<file path="src/rtl/io_pkg.sv">
// io_pkg: shared IO page addresses, STATUS bit positions and 7-segment font
package io_pkg;

    localparam logic [7:0] IO_LED     = 8'h00;
    localparam logic [7:0] IO_STATUS  = 8'h04;
    localparam logic [7:0] IO_SEGDATA = 8'h08;
    localparam logic [7:0] IO_INDATA  = 8'h10;
    localparam logic [7:0] IO_SWRAW   = 8'h14;

    localparam int ST_VLD  = 0;
    localparam int ST_OVF  = 1;
    localparam int ST_BUSY = 2;

    // Active-low segments {g,f,e,d,c,b,a} for one hex nibble
    function automatic logic [6:0] hex7(input logic [3:0] h);
        logic [6:0] s;
        case (h)
            4'h0: s = 7'b1000000;
            4'h1: s = 7'b1111001;
            4'h2: s = 7'b0100100;
            4'h3: s = 7'b0110000;
            4'h4: s = 7'b0011001;
            4'h5: s = 7'b0010010;
            4'h6: s = 7'b0000010;
            4'h7: s = 7'b1111000;
            4'h8: s = 7'b0000000;
            4'h9: s = 7'b0010000;
            4'hA: s = 7'b0001000;
            4'hB: s = 7'b0000011;
            4'hC: s = 7'b1000110;
            4'hD: s = 7'b0100001;
            4'hE: s = 7'b0000110;
            default: s = 7'b0001110;
        endcase
        return s;
    endfunction

endpackage

</file>
<file path="src/rtl/io_debounce.sv">
// io_debounce: button synchroniser and debouncer with a one-cycle press pulse
module io_debounce #(
    parameter int DEBOUNCE_CYCLES = 1000000
) (
    input  logic clk,
    input  logic rstn,
    input  logic btn,
    output logic btn_rise
);

    localparam int CW = $clog2(DEBOUNCE_CYCLES + 1);

    logic [1:0]    sync;
    logic          btn_stable;
    logic [CW-1:0] cnt;
    logic          done;

    assign done = (sync[1] != btn_stable) && (cnt == CW'(DEBOUNCE_CYCLES - 1));

    // Two-flop synchroniser for the asynchronous button
    always_ff @(posedge clk or negedge rstn)
        if (!rstn) sync <= '0;
        else       sync <= {sync[0], btn};

    // Accept a new level only after it has held for DEBOUNCE_CYCLES; any bounce restarts
    always_ff @(posedge clk or negedge rstn)
        if (!rstn) begin
            cnt        <= '0;
            btn_stable <= 1'b0;
            btn_rise   <= 1'b0;
        end else begin
            cnt        <= (sync[1] == btn_stable || done) ? '0 : cnt + CW'(1);
            btn_stable <= done ? sync[1] : btn_stable;
            btn_rise   <= done && sync[1];
        end

endmodule

</file>
<file path="src/rtl/io_periph_ctrl.sv">
// io_periph_ctrl: IO page registers, switch capture and multiplexed hex display
module io_periph_ctrl
    import io_pkg::*;
#(
    parameter int DEBOUNCE_CYCLES = 1000000,
    parameter int SCAN_DIV        = 100000
) (
    input  logic        clk,
    input  logic        rstn,
    input  logic [7:0]  io_addr,
    input  logic [31:0] io_dout,
    input  logic        io_we,
    input  logic        io_rd,
    output logic [31:0] io_din,
    input  logic [15:0] sw,
    input  logic        btn,
    output logic [15:0] led,
    output logic [7:0]  an,
    output logic [6:0]  seg
);

    localparam int SW_ = $clog2(SCAN_DIV + 1);

    logic [7:0]     waddr;
    logic [15:0]    sw_meta, sw_sync;
    logic           cap;
    logic [15:0]    in_data;
    logic           in_vld, in_ovf;
    logic [31:0]    segdata;
    logic           seg_busy;
    logic [2:0]     digit;
    logic [SW_-1:0] scan;
    logic           we_seg, rd_in, scan_end;

    assign waddr    = io_addr & 8'hFC;
    assign we_seg   = io_we && waddr == IO_SEGDATA;
    assign rd_in    = io_rd && waddr == IO_INDATA;
    assign scan_end = scan == SW_'(SCAN_DIV - 1);

    io_debounce #(.DEBOUNCE_CYCLES(DEBOUNCE_CYCLES)) u_deb (
        .clk      (clk),
        .rstn     (rstn),
        .btn      (btn),
        .btn_rise (cap)
    );

    // Two-flop synchroniser for the switch bank
    always_ff @(posedge clk or negedge rstn)
        if (!rstn) {sw_sync, sw_meta} <= '0;
        else       {sw_sync, sw_meta} <= {sw_meta, sw};

    // CPU-writable LED and display data registers
    always_ff @(posedge clk or negedge rstn)
        if (!rstn) begin
            led     <= '0;
            segdata <= '0;
        end else begin
            led     <= (io_we && waddr == IO_LED) ? io_dout[15:0] : led;
            segdata <= we_seg ? io_dout : segdata;
        end

    // Capture wins over a same-edge INDATA read; overrun only when unread data is overwritten
    always_ff @(posedge clk or negedge rstn)
        if (!rstn) begin
            in_data <= '0;
            in_vld  <= 1'b0;
            in_ovf  <= 1'b0;
        end else begin
            in_data <= cap ? sw_sync : in_data;
            in_vld  <= cap || (in_vld && !rd_in);
            in_ovf  <= cap ? (in_ovf || in_vld) && !rd_in : in_ovf && !rd_in;
        end

    // Digit scan; a SEGDATA write restarts the frame and busy lasts one full frame
    always_ff @(posedge clk or negedge rstn)
        if (!rstn) begin
            scan     <= '0;
            digit    <= '0;
            seg_busy <= 1'b0;
        end else begin
            scan     <= (we_seg || scan_end) ? '0 : scan + SW_'(1);
            digit    <= we_seg ? 3'd0 : scan_end ? digit + 3'd1 : digit;
            seg_busy <= we_seg || (seg_busy && !(scan_end && digit == 3'd7));
        end

    assign an  = ~(8'b1 << digit);
    assign seg = hex7(segdata[{digit, 2'b00} +: 4]);

    assign io_din = (waddr == IO_LED)     ? {16'b0, led} :
                    (waddr == IO_STATUS)  ? {29'b0, seg_busy, in_ovf, in_vld} :
                    (waddr == IO_SEGDATA) ? segdata :
                    (waddr == IO_INDATA)  ? {16'b0, in_data} :
                    (waddr == IO_SWRAW)   ? {16'b0, sw_sync} : 32'b0;

endmodule

</file>
<file path="config.mk">
export PLATFORM = sky130hd
export DESIGN_NAME = io_periph_ctrl
export DESIGN_NICKNAME = d
export VERILOG_FILES = /design/src/rtl/io_pkg.sv /design/src/rtl/io_debounce.sv /design/src/rtl/io_periph_ctrl.sv
export SDC_FILE = /design/constraint.sdc
export NUM_CORES = 1
export LEC_CHECK = 0
export BUFFER_PORTS_ARGS = -buffer_cell sky130_fd_sc_hd__clkbuf_2
export CAP_MARGIN = 20
export CORE_MARGIN = 2
export CORE_UTILIZATION = 30
export CTS_BUF_LIST = sky130_fd_sc_hd__clkbuf_8
export DETAILED_ROUTE_END_ITERATION = 16
export GPL_ROUTABILITY_DRIVEN = 1
export GPL_TIMING_DRIVEN = 1
export PLACE_DENSITY = 0.52
export SYNTH_ARGS = -nofsm -noshare
export SYNTH_HDL_FRONTEND = slang
export SYNTH_HIERARCHICAL = 1
export SYNTH_SLANG_ARGS = --single-unit
export TNS_END_PERCENT = 10
</file>
<file path="constraint.sdc">
create_clock -name clk -period 2.4 [get_ports clk]
set_input_delay 0.12 -clock clk [delete_from_list [all_inputs] [get_ports clk]]
set_output_delay 0.12 -clock clk [all_outputs]
set_load 0.02 [all_outputs]
</file>
---- Word-level counts from Yosys, hierarchy flattened ----
Memory sizes are Yosys's and may differ from the RTL's.
Cells that the tools add are included.
storage, ports and cells
  register bits after elaboration ......... 143
  ROM bits ................................ 112
  bits of input ports ..................... 61
  word-level logic and storage cells ...... 59
  memories ................................ 1
operators by class
  add/subtract/negate cells ............... 3
  equal/unequal tests ..................... 9
  shift-type cells ........................ 2
  muxes and demuxes ....................... 10
  bitwise logic cells ..................... 1
  reductions and logical operators ........ 19
memory list
  name              words  width  read ports  clocked after memory_dff  write ports  line          text
  (name not given)  16     7      1           0                         0            io_pkg.sv:17  case (h)
operators with widths
  operator               count
  $mux 32                3
  $mux 16                2
  $shiftx 32x6->4        1
  $add 20x1->20 const B  1
  $eq 20x20->1 const B   1
  $mux 20                1
  $add 17x1->17 const B  1
  $eq 17x17->1 const B   1
  $mux 17                1
  $eq 6x3->1 const B     2
  $logic_and 1x1->1      10
  $logic_not 8->1        1
  $not 8->8              1
  $shl 1x3->8 const A    1
  $eq 6x1->1 const B     1
  $eq 6x2->1 const B     1
  $mux 3                 2
  $logic_or 1x1->1       5
  $add 3x1->3 const B    1
  $eq 3x3->1 const B     1
  $logic_not 1->1        2
  $reduce_bool 2->1      1
  $eq 1x1->1             1
  $mux 1                 1
  $ne 1x1->1             1

---- Logic depth before layout (Yosys ltp) ----
Gate-level depths: netlist of the first run.
  depth in word-level cells ............... 6
  gate-level depth with buffers ........... 8
  mapped depth without buffers ............ 7

---- By module ----
The synthesis of the first run kept the hierarchy.
by module, submodules not included
  module          times used  cells an instance  area each (um^2)
  io_periph_ctrl  1           512                5556.6
  io_debounce     1           109                1128.6

---- Worst setup path before layout of the first run ----
Ideal clock, no wire load.
  path kind ............................... register to output
  from .................................... register digit[0]
  to ...................................... output port seg[4]
  arrival time ............................ 2.470 ns
  data required time ...................... 2.280 ns
  path slack .............................. -0.190 ns
  stages on the path, launching flop included .. 8
  path through ............................ dfrtp_1 -> buf_6 -> mux4_1 -> mux2i_1 -> inv_1 -> ha_1 -> mux2_2 -> o21ai_0
on the way
  longest elaborated chain between the ends .. 2
ends and longest elaborated chain
  item                      line                  text
  start: declaration        io_periph_ctrl.sv:31  logic [2:0] digit;
  start signal: assignment  io_periph_ctrl.sv:82  digit <= we_seg ? 3'd0 : scan_end ? digit + 3'd1 : digit;
  $shiftx 32x6->4           io_periph_ctrl.sv:87  assign seg = hex7(segdata[{digit, 2'b00} +: 4]);
  $mem_v2 16x7              n/a
  end: declaration          io_periph_ctrl.sv:19  output logic [6:0] seg
Every way passes these cells.

---- Final worst setup path of the first run ----
  from .................................... register digit[0]
  to ...................................... output port seg[0]
The elaborated chain is that of the path after synthesis.

==> results of run 1 <==
[power by group through the flow]
stage / Combinational, mW / Clock, mW / Sequential, mW
global route: 1.48 / 2.07 / 2.90
finish: 1.34 / 1.89 / 2.86
floorplan: 0.769 / 0 / 2.84
global placement: 1.16 / 0 / 2.90
CTS: 1.32 / 1.96 / 2.86
detailed placement: 1.17 / 0 / 2.90
[metrics by stage]
step	TNS (ns)	hold WS, ns	worst slack, ns	util, %	total power [mW]
6_report	-1.605	0.1964	-0.2628	40.34	6.096
5_1_grt	-2.629	0.2159	-0.4223	40.34	6.447
4_1_cts	-2.130	0.1964	-0.3562	40.15	6.143
3_5_place_dp	-0.1482	0.1307	-0.04708	35.67	4.077
3_3_place_gp	0	0.1413	0.02333	35.67	4.059
2_1_floorplan	-0.03829	-0.1756	-0.03829	-	3.612
[kinds of logic (layout without fill, tap and decap cells)]
kind of cell / after synthesis / count (layout) / share of synthesized area [%]
buffers and inverters: 48 / 259 / 3.331
AOI/OAI and AO/OA: 58 / 58 / 5.765
adders and majority gates: 13 / 13 / 2.433
DFF: 143 / 143 / 53.53
muxes: 61 / 61 / 12.02
and+or+nand+nor: 268 / 268 / 19.00
xor gates and xnor gates: 30 / 30 / 3.930
[per-layer routing]
layer / global-route usage (%) / share of wire (%)
met1: 22.01 / 48
met2: 22.58 / 45
met3: 3.544 / 5.1
met4: 5.600 / 2.2
met5: 0 / 0
[synth_stat cells, types with 4 or more instances]
| cell type | n |
|---|---|
| a21oi_1 | 8 |
| a221oi_1 | 13 |
| and3_1 | 22 |
| buf_2 | 10 |
| clkbuf_1 | 15 |
| dfrtp_1 | 143 |
| ha_1 | 13 |
| inv_1 | 17 |
| mux2_1 | 10 |
| mux2_2 | 28 |
| mux2i_1 | 12 |
| mux4_1 | 4 |
| mux4_2 | 4 |
| nand2_1 | 114 |
| nand3_1 | 28 |
| nand4_1 | 14 |
| nor2_1 | 50 |
| nor3_1 | 8 |
| nor4_1 | 8 |
| o21ai_0 | 21 |
| o31ai_1 | 4 |
| xnor2_1 | 19 |
| xor2_1 | 11 |
[cell type report]
class / instances / area, µm²
flip-flops and latches: 143 / 3580
inverters: 18 / 67.56
well taps: 280 / 350.3
fillers: 2142 / 13020
multi-input cells: 430 / 2937
clock buffers: 17 / 234.0
repair buffers: 209 / 1468
clock inverters: 15 / 167.7
[sequential cells by signal, indices dropped and copies added, names as in the netlist, 2 cells and up]
| register | count |
|---|---|
| segdata | 32 |
| u_deb/cnt | 20 |
| scan | 17 |
| in_data | 16 |
| led | 16 |
| sw_meta | 16 |
| sw_sync | 16 |
| digit | 3 |
| u_deb/sync | 2 |
[worst register-to-register path: stages (launching register included)]
cell,delay (ns)
dfrtp_1,0.42
or4_1,0.50
or4_4,0.53
nor2_2,0.15
mux2_2,0.34
[what timing repair did]
item	CTS	global route
setup endpoints to repair	7	7
pin swaps	1	2
gates resized for setup	20	10
hold buffers	51	0
setup buffers	2	3
hold endpoints to repair	120	0
[final timing paths]
kind	depth (start not counted)	endpoint	slack (ns)	startpoint
setup / recovery	7	seg[0]	-0.26	digit[0]
max in group asynchronous	3	digit[0]	1.48	rstn
setup reg to reg	4	u_deb/btn_stable	0.35	u_deb/cnt[10]
hold reg to reg	0	sw_sync[4]	0.35	sw_meta[4]
min in group clk	4	digit[0]	0.25	io_we
hold / removal	2	u_deb/cnt[9]	0.20	rstn
==> results.py, run 1 <==
metrics = {
    "run_status": {
        "outcome": "complete, but fails checks",
        "violations_in_the_final_reports": "setup timing",
    },
    "drt": {
        "drtIter0Drc": 286,
        "totalWireLength_um": 17460,
        "routed_vias": 5235,
        "route.antenna.remaining_nets": 0,
        "routed_wire_length_per_instance_um": 15.70,
        "drt_drc_violations_left": 0,
        "route.detailed.vias_per_inst": 4.708,
        "drt_pass1_iterations": 4,
    },
    "cts": {
        "total_cts_buffers": 17,
        "clk_pin_slew_ns": 0.09,
        "clk_root_buffer_cell": "clkbuf_8",
        "cts_sinks": 143,
        "tritoncts": "yes",
        "cts_max_level": 4,
        "cts.path.max_buffers": 2,
        "clock_latency_ns": 0.46,
    },
    "grt": {
        "grt_first_pass_wirelength_um": 28450,
        "grt_antenna_before_repair": 0,
        "gr-usage-all-layers_pct": 15.33,
        "grt_pass1_vias": 5215,
        "gr-total-overflow": 0,
        "grt_max_degree": 57,
    },
    "synth": {
        "async_reset_ff_share_pct": 100.0,
        "yosys.area.top_type": "dfrtp_1",
        "synth-warning-count": 6,
        "synth_cells": 621,
        "ys_seq_area_share_pct": 53.53,
        "yosysUniqueCellTypes": 51,
        "mapped_nets": 695,
        "synthFlopType": "dfrtp_1",
        "mappedNetlistArea_mm2": 0.006685,
        "synth_top_cell_area_share_pct": 53.53,
        "synth_edf_count": 0,
        "synth_top_cells_by_area": "dfrtp_1 54%, nand2_1 6.4%, mux2_2 4.7%",
        "ys_seq_elements": 143,
        "syn-mean-instance-area_um2": 10.77,
    },
    "sta": {
        "clock_skew_ns": 0.02423,
        "final_critical_path_setup_slack_ns": -0.2628,
        "grt_setup_unrepaired": "true",
        "final.period_utilization_pct": 110.9,
        "final_hold_viol_count": 0,
        "max_clock_freq_mhz": 375.5,
        "final_max_slew_viol_count": 0,
        "setup_viol": 7,
        "slew_at_the_pin_closest_to_its_max_slew_limit_ns": 0.7515,
        "timing.slew.headroom_pct": 49.90,
        "timing.final.crit_period_ns": 2.663,
    },
    "layout": {
        "mostFrequentLayoutCells": "142 x dfrtp_1, 114 x nand2_1, 114 x clkbuf_2, 51 x dlygate4sd3_1, 50 x nor2_1",
        "layout_commonest_cell": "dfrtp_1",
        "area_delta_synth_final_pct": 31.69,
        "fin_nets": 893,
        "layout.cell_area.non_filler_mm2": 0.008803,
        "drive_above_1_share_pct": 30.29,
        "fin_cells": 1112,
        "diodes": 0,
    },
    "power": {
        "cellLeakagePower_nw": 4.259,
        "internal_power_mw": 4.053,
        "power.switching_mw": 2.043,
        "power.share.switching_pct": 33.51,
        "p_seq_share_pct": 46.9,
        "p_per_area_mw_per_mm2": 692.4,
        "clkPwrFrac_pct": 31.0,
        "combPwrFrac_pct": 22.0,
        "peakVddDrop_mv": 0.3401,
    },
    "floorplan": {
        "core_area_mm2": 0.02182,
        "ioPinCount": 124,
        "rows": 54,
        "start_util_pct": 30.63,
        "die-height_um": 153.3,
        "design.die.area_mm2": 0.02349,
        "die-width_um": 153.3,
    },
    "worst_setup_path": {
        "critical_path.n_buffers_inverters": 3,
        "cp.arrival_ns": 2.54,
        "worst_setup_path_end_kind": "output port",
        "critPathTopFamily": "multiplexers",
        "crit_type": "reg -> out",
        "cpMaxStageDelayCell": "mux4_2",
        "max_stage_delay_ns": 0.52,
        "start_kind": "flop",
        "worst-endpoint-required_ns": 2.28,
        "path_cells": "buf_6 > mux4_2 > mux2i_4 > buf_4 > xnor2_1 > a211o_1 > clkbuf_2",
        "crit_path_max_fanout": 6,
    },
    "placement": {
        "place_congestion": 0.8268,
        "placement.io_buffers": 121,
        "place.detailed.instances": 1024,
        "dpl.hpwl_um": 12580,
        "placement.cell_area_mm2": 0.007785,
    },
    "min_path": {
        "min-delay-path-class": "in -> async",
    },
    "run": {
        "max-cap-violations": 0,
    },
}
No activity file was read; power rests on OpenSTA's default activity.
==> run 2, diff against run 1 <==
ABC_AREA = 1   (was default)
GPL_ROUTABILITY_DRIVEN = 0   (was 1)
==> run 2 against run 1 <==
  * The run now ends clean
  * Cell count grew 23%
  * Die area rose by 5.7%
  * Critical endpoint is now seg[6]
  * Power shrank 7.0%
  * Largest power group unchanged
  * First-iteration DRC count grew 26%
==> results.py, run 2 <==
metrics = {
    "grt": {
        "grt_antenna_before_repair": 0,
        "gr-total-overflow": 0,
        "grt_first_pass_wirelength_um": 30250,
        "grt_max_degree": 57,
        "gr-usage-all-layers_pct": 15.40,
        "grt_pass1_vias": 6002,
    },
    "sta": {
        "final_hold_viol_count": 0,
        "timing.slew.headroom_pct": 44.60,
        "grt_setup_unrepaired": "true",
        "timing.final.crit_period_ns": 2.244,
        "max_clock_freq_mhz": 445.7,
        "clock_skew_ns": 0.01814,
        "finalHoldWorstSlack_ns": 0.09822,
        "final_max_slew_viol_count": 0,
        "final.period_utilization_pct": 93.49,
        "final_critical_path_setup_slack_ns": 0.1563,
        "setup_viol": 0,
        "slew_at_the_pin_closest_to_its_max_slew_limit_ns": 0.8310,
    },
    "run_status": {
        "outcome": "complete, no violations",
    },
    "floorplan": {
        "rows": 56,
        "start_util_pct": 30.32,
        "die-width_um": 157.6,
        "ioPinCount": 124,
        "die-height_um": 157.6,
        "core_area_mm2": 0.02333,
        "design.die.area_mm2": 0.02483,
    },
    "layout": {
        "fillerInstances": 2401,
        "diodes": 0,
        "fin_cells": 1365,
        "largestRegisters": "segdata (32), u_deb/cnt (20), scan (17)",
        "area_delta_synth_final_pct": 28.51,
        "seq_area_mm2": 0.003578,
        "layout.cell_area.non_filler_mm2": 0.009091,
        "largest_register_by_flop_count": "segdata",
        "multiInputGateArea_mm2": 0.003027,
        "max_reg_flops": 32,
        "mostFrequentLayoutCells": "187 x nand2_1, 143 x dfrtp_1, 125 x nor2_1, 114 x clkbuf_2",
        "layout_commonest_cell": "nand2_1",
        "drive_above_1_share_pct": 23.23,
        "fin_nets": 1107,
    },
    "placement": {
        "place.detailed.instances": 1278,
        "placement.cell_area_mm2": 0.008054,
        "placement.io_buffers": 121,
        "detailedPlace.worstSlack_ns": 0.3225,
        "dpl.hpwl_um": 13200,
    },
    "cts": {
        "total_cts_buffers": 17,
        "clk_root_buffer_cell": "clkbuf_8",
        "cts_sinks": 143,
        "tritoncts": "yes",
        "clock_latency_ns": 0.45,
        "cts_max_level": 4,
        "clk_pin_slew_ns": 0.09,
        "cts.path.max_buffers": 2,
    },
    "synth": {
        "synth_edf_count": 0,
        "synth-warning-count": 6,
        "yosys.area.top_type": "dfrtp_1",
        "synthFlopType": "dfrtp_1",
        "synth_top_cells_by_area": "dfrtp_1 51%, nand2_1 10%, nand3_1 7.2%",
        "async_reset_ff_share_pct": 100.0,
        "synth_cells": 851,
        "synth_top_cell_area_share_pct": 50.58,
        "synth_most_common_cell": "nand2_1",
        "mapped_nets": 925,
        "mappedNetlistArea_mm2": 0.007074,
        "ys_seq_elements": 143,
        "syn-mean-instance-area_um2": 8.313,
        "ys_seq_area_share_pct": 50.58,
        "netlist_top_cells_count": "192 x nand2_1, 143 x dfrtp_1, 125 x nor2_1",
        "yosysUniqueCellTypes": 38,
    },
    "drt": {
        "drtIter0Drc": 361,
        "drt_pass1_iterations": 5,
        "routed_vias": 6123,
        "totalWireLength_um": 18350,
        "drt_drc_violations_left": 0,
        "route.detailed.vias_per_inst": 4.486,
        "routed_wire_length_per_instance_um": 13.45,
        "route.antenna.remaining_nets": 0,
    },
    "worst_setup_path": {
        "depth_of_the_critical_timing_path_with_buffers_and_inverters_included": 12,
        "critical_path.n_buffers_inverters": 2,
        "cpMaxStageDelayCell": "dfrtp_1",
        "worst_r2r_path_depth": 9,
        "worst_setup_path_end_kind": "output port",
        "crit_start": "digit[0]",
        "critPathTopFamily": "simple AND/OR/NAND/NOR gates",
        "reg2reg_from": "scan[0]",
        "regToRegSetupSlack_ns": 0.65,
        "crit_type": "reg -> out",
        "cp.arrival_ns": 2.12,
        "critPathMostFrequentCell": "nand2_1",
        "crit_path_max_fanout": 20,
        "crit_path_end": "seg[6]",
        "max_stage_delay_ns": 0.41,
        "path_cells": "buf_6 > nand2_1 > nand3_1 > nand2_1 > nand2_1 > nand2_2 > ha_2 > nand3_2 > nand2_1 > nand2_1 > nand2_1 > buf_2",
        "start_kind": "flop",
        "worst-endpoint-required_ns": 2.28,
        "worst_r2r_endpoint": "scan[2]",
    },
    "run": {
        "max-cap-violations": 0,
    },
    "power": {
        "p_per_area_mw_per_mm2": 623.3,
        "cellLeakagePower_nw": 4.492,
        "total_power_mw": 5.666,
        "peakVddDrop_mv": 0.3228,
    },
    "min_path": {
        "min-delay-path-class": "in -> reg",
    },
}
run 2: how the worst min path moves through the flow:
stage          startpoint  cells after the start          end  slack [ns]
2_1_floorplan        rstn                      0     digit[0]       -0.18
3_3_place_gp         rstn                      1   in_data[0]        0.04
3_5_place_dp         rstn                      1   in_data[0]        0.04
4_1_cts             io_we                      3  segdata[26]        0.08
5_1_grt             io_we                      3  segdata[26]        0.09
6_report            io_we                      3     seg_busy         0.1
run 2: what timing repair did:
action,4_1_cts,5_1_grt
gates resized for setup,9,25
hold endpoints to repair,191,0
endpoints found under the setup margin,7,7
pin swaps,2,5
buffers inserted,2,2
hold buffers,51,0
run 2: per-layer routing:
layer / vias to the layer above / GRT usage [%] / routed length (µm)
li1: 3077 / - / -
met1: 2885 / 20.57 / 8682
met2: 136 / 25.47 / 8774
met3: 25 / 2.863 / 601
met4: 0 / 4.502 / 295
met5: - / 0 / 0
run 2: through the flow:
stage | util [%] | setup TNS, ns
2_1_floorplan | - | 0
3_3_place_gp | 34.52 | 0
3_5_place_dp | 34.52 | 0
4_1_cts | 38.59 | 0
5_1_grt | 38.96 | -0.1366
6_report | 38.96 | 0
run 2: logic make-up (layout without fill, tap and decap cells):
logic type      count (synthesis)  after routing  synth area share [%]
xor+xnor                       14             14                 1.733
simple gates                  466            466                 28.99
buf+inv                       129            324                 7.676
compound gates                 73             73                 6.650
fa+ha+maj                      13             13                 2.299
flops                         143            143                 50.58
mux                            13             13                 2.069
run 2: layout make-up:
class,count,share of cell area (%)
clock buffer,18,2.725
multi-input combinational,579,33.29
sequential,143,39.36
timing repair buffer,193,14.42
clock inverter,14,1.707
tap,319,4.390
inverter,99,4.101
run 2: power by group:
part	switching (mW)	internal [mW]
registers	0.155	2.61
clock network	1.03	0.968
logic	0.539	0.368
run 2: worst min-delay path, cell delays in order:
cell and delay (ns):
clkbuf_2 0.13, nand3_4 0.20, nand2_1 0.07
==> run 3, diff against run 2 <==
PLACE_DENSITY = default   (was 0.52)
PLACE_DENSITY_LB_ADDON = 0.25   (was default)
==> run 3 against run 2 <==
  * Maximum frequency down 2.6%
  * Routed wire length is essentially flat
  * Global-route usage is 0.31 points lower
  * Critical path depth decreased by 1
  * Sequential share of layout area shrank 0.39 points
  * Flip-flop and latch count unchanged
  * Cell area increased by 1.0%
  * Power up 3.5%
==> results.py, run 3 (same netlist as run 2, synthesis figures left out) <==
metrics = {
    "layout": {
        "layout_commonest_cell": "nand2_1",
        "drive_above_1_share_pct": 24.00,
        "largest_register_by_flop_count": "segdata",
        "area_delta_synth_final_pct": 29.84,
        "fin_cells": 1365,
        "fillerInstances": 2402,
        "mostFrequentLayoutCells": "184 x nand2_1, 142 x dfrtp_1, 124 x nor2_1, 114 x clkbuf_2, 95 x inv_1",
        "max_reg_flops": 32,
        "fin_nets": 1107,
        "largestRegisters": "segdata (32), u_deb/cnt (20), scan (17)",
        "diodes": 0,
        "final_core_util_pct": 39.37,
    },
    "sta": {
        "setup_viol": 0,
        "timing.final.crit_period_ns": 2.302,
        "timing.slew.headroom_pct": 45.60,
        "clock_skew_ns": 0.01983,
        "max_clock_freq_mhz": 434.3,
        "grt_setup_unrepaired": "true",
        "final.period_utilization_pct": 95.94,
        "final_hold_viol_count": 0,
        "slew_at_the_pin_closest_to_its_max_slew_limit_ns": 0.8160,
        "final_max_slew_viol_count": 0,
    },
    "power": {
        "clkPwrFrac_pct": 37.1,
        "internal_power_mw": 4.074,
        "peakVddDrop_mv": 0.2813,
        "p_seq_share_pct": 47.1,
        "cellLeakagePower_nw": 4.524,
        "p_per_area_mw_per_mm2": 638.7,
        "power.share.switching_pct": 30.56,
        "total_power_mw": 5.867,
        "power.switching_mw": 1.793,
        "combPwrFrac_pct": 15.8,
    },
    "worst_setup_path": {
        "worst_r2r_path_depth": 9,
        "worst-endpoint-required_ns": 2.28,
        "cp.arrival_ns": 2.18,
        "start_kind": "flop",
        "reg2reg_from": "scan[0]",
        "crit_type": "reg -> out",
        "crit_path_max_fanout": 20,
        "crit_start": "digit[0]",
        "worst_setup_path_end_kind": "output port",
    },
    "grt": {
        "grt_first_pass_wirelength_um": 29480,
        "grt_antenna_before_repair": 0,
        "grt_pass1_vias": 5823,
        "grt_max_degree": 66,
        "gr-total-overflow": 0,
        "gr-usage-all-layers_pct": 15.10,
    },
    "cts": {
        "clk_pin_slew_ns": 0.10,
        "clk_root_buffer_cell": "clkbuf_8",
        "tritoncts": "yes",
        "total_cts_buffers": 17,
        "cts.path.max_buffers": 2,
        "cts_sinks": 143,
        "cts_max_level": 4,
        "clock_latency_ns": 0.46,
    },
    "run": {
        "max-cap-violations": 0,
    },
    "min_path": {
        "hold_path.startpoint": "io_we",
        "hold_depth": 3,
        "min-delay-path-class": "in -> reg",
    },
    "floorplan": {
        "design.die.area_mm2": 0.02483,
        "die-height_um": 157.6,
        "ioPinCount": 124,
        "start_util_pct": 30.32,
        "die-width_um": 157.6,
        "core_area_mm2": 0.02333,
        "rows": 56,
    },
    "drt": {
        "route.detailed.vias_per_inst": 4.462,
        "drt_drc_violations_left": 0,
        "drt_pass1_iterations": 4,
        "totalWireLength_um": 18370,
        "drtIter0Drc": 261,
        "routed_wire_length_per_instance_um": 13.46,
        "route.antenna.remaining_nets": 0,
        "routed_vias": 6090,
    },
    "placement": {
        "place.detailed.instances": 1275,
        "placement.io_buffers": 121,
        "dpl.hpwl_um": 13020,
    },
    "run_status": {
        "outcome": "complete, no violations",
    },
}
## run 3: final cells by class
class	count	area, µm²	share of cell area (%)
clock buffers	17	234.0	2.547
multi-input cells	579	3053	33.24
clock inverters	15	216.5	2.357
inverters	99	372.9	4.059
well taps	319	399.1	4.345
flip-flops and latches	143	3580	38.97
repair buffers	193	1330	14.48
## run 3: what timing repair did
action,CTS,global route
pin swaps,0,9
buffers inserted,2,4
resized for setup,8,36
setup endpoints to repair,7,7
gates cloned,0,1
hold buffers,51,0
endpoints found under the hold margin,130,0
## run 3: critical path: stages (launching register included)
cell,delay (ns)
dfrtp_1,0.42
buf_8,0.17
nand2_1,0.08
nand3_2,0.09
nand3_4,0.11
nand2_4,0.09
buf_4,0.14
ha_2,0.18
nand3b_1,0.16
nand3_1,0.08
nand2_1,0.07
buf_6,0.13
## run 3: stage by stage
step | TNS (ns) | instance area [µm²] | setup WS [ns] | hold WS, ns
floorplan | 0 | 7074 | 0.2269 | -0.1756
global placement | 0 | 8046 | 0.3733 | 0.1721
detailed placement | 0 | 8046 | 0.3408 | 0.1727
CTS | 0 | 9037 | 0.01881 | 0.1164
global route | -0.08938 | 9185 | -0.02652 | 0.1306
finish | 0 | 9185 | 0.09755 | 0.1484
## run 3: worst paths after layout
check	endpoint	slack (ns)
setup / recovery	seg[0]	0.1
hold / removal	segdata[8]	0.15
setup reg to reg	scan[2]	0.66
hold reg to reg	u_deb/sync[1]	0.35
max in group asynchronous	u_deb/cnt[0]	1.49
min in group asynchronous	in_data[0]	0.24
## run 3: routing by layer
metal  GRT usage, %  part of all wire (%)
met1          20.33                    48
met4          3.247                  0.64
met5              0                     0
met3          3.221                   3.4
met2          25.02                    48
## run 3: power groups by stage
stage                     clock network, mW  logic, mW  registers (mW)
after floorplan                           0      0.489            2.81
after global placement                    0      0.814            2.81
after detailed placement                  0      0.821            2.81
after CTS                              2.24      0.892            2.77
after global routing                   2.37       1.05            2.79
final                                  2.18      0.926            2.76
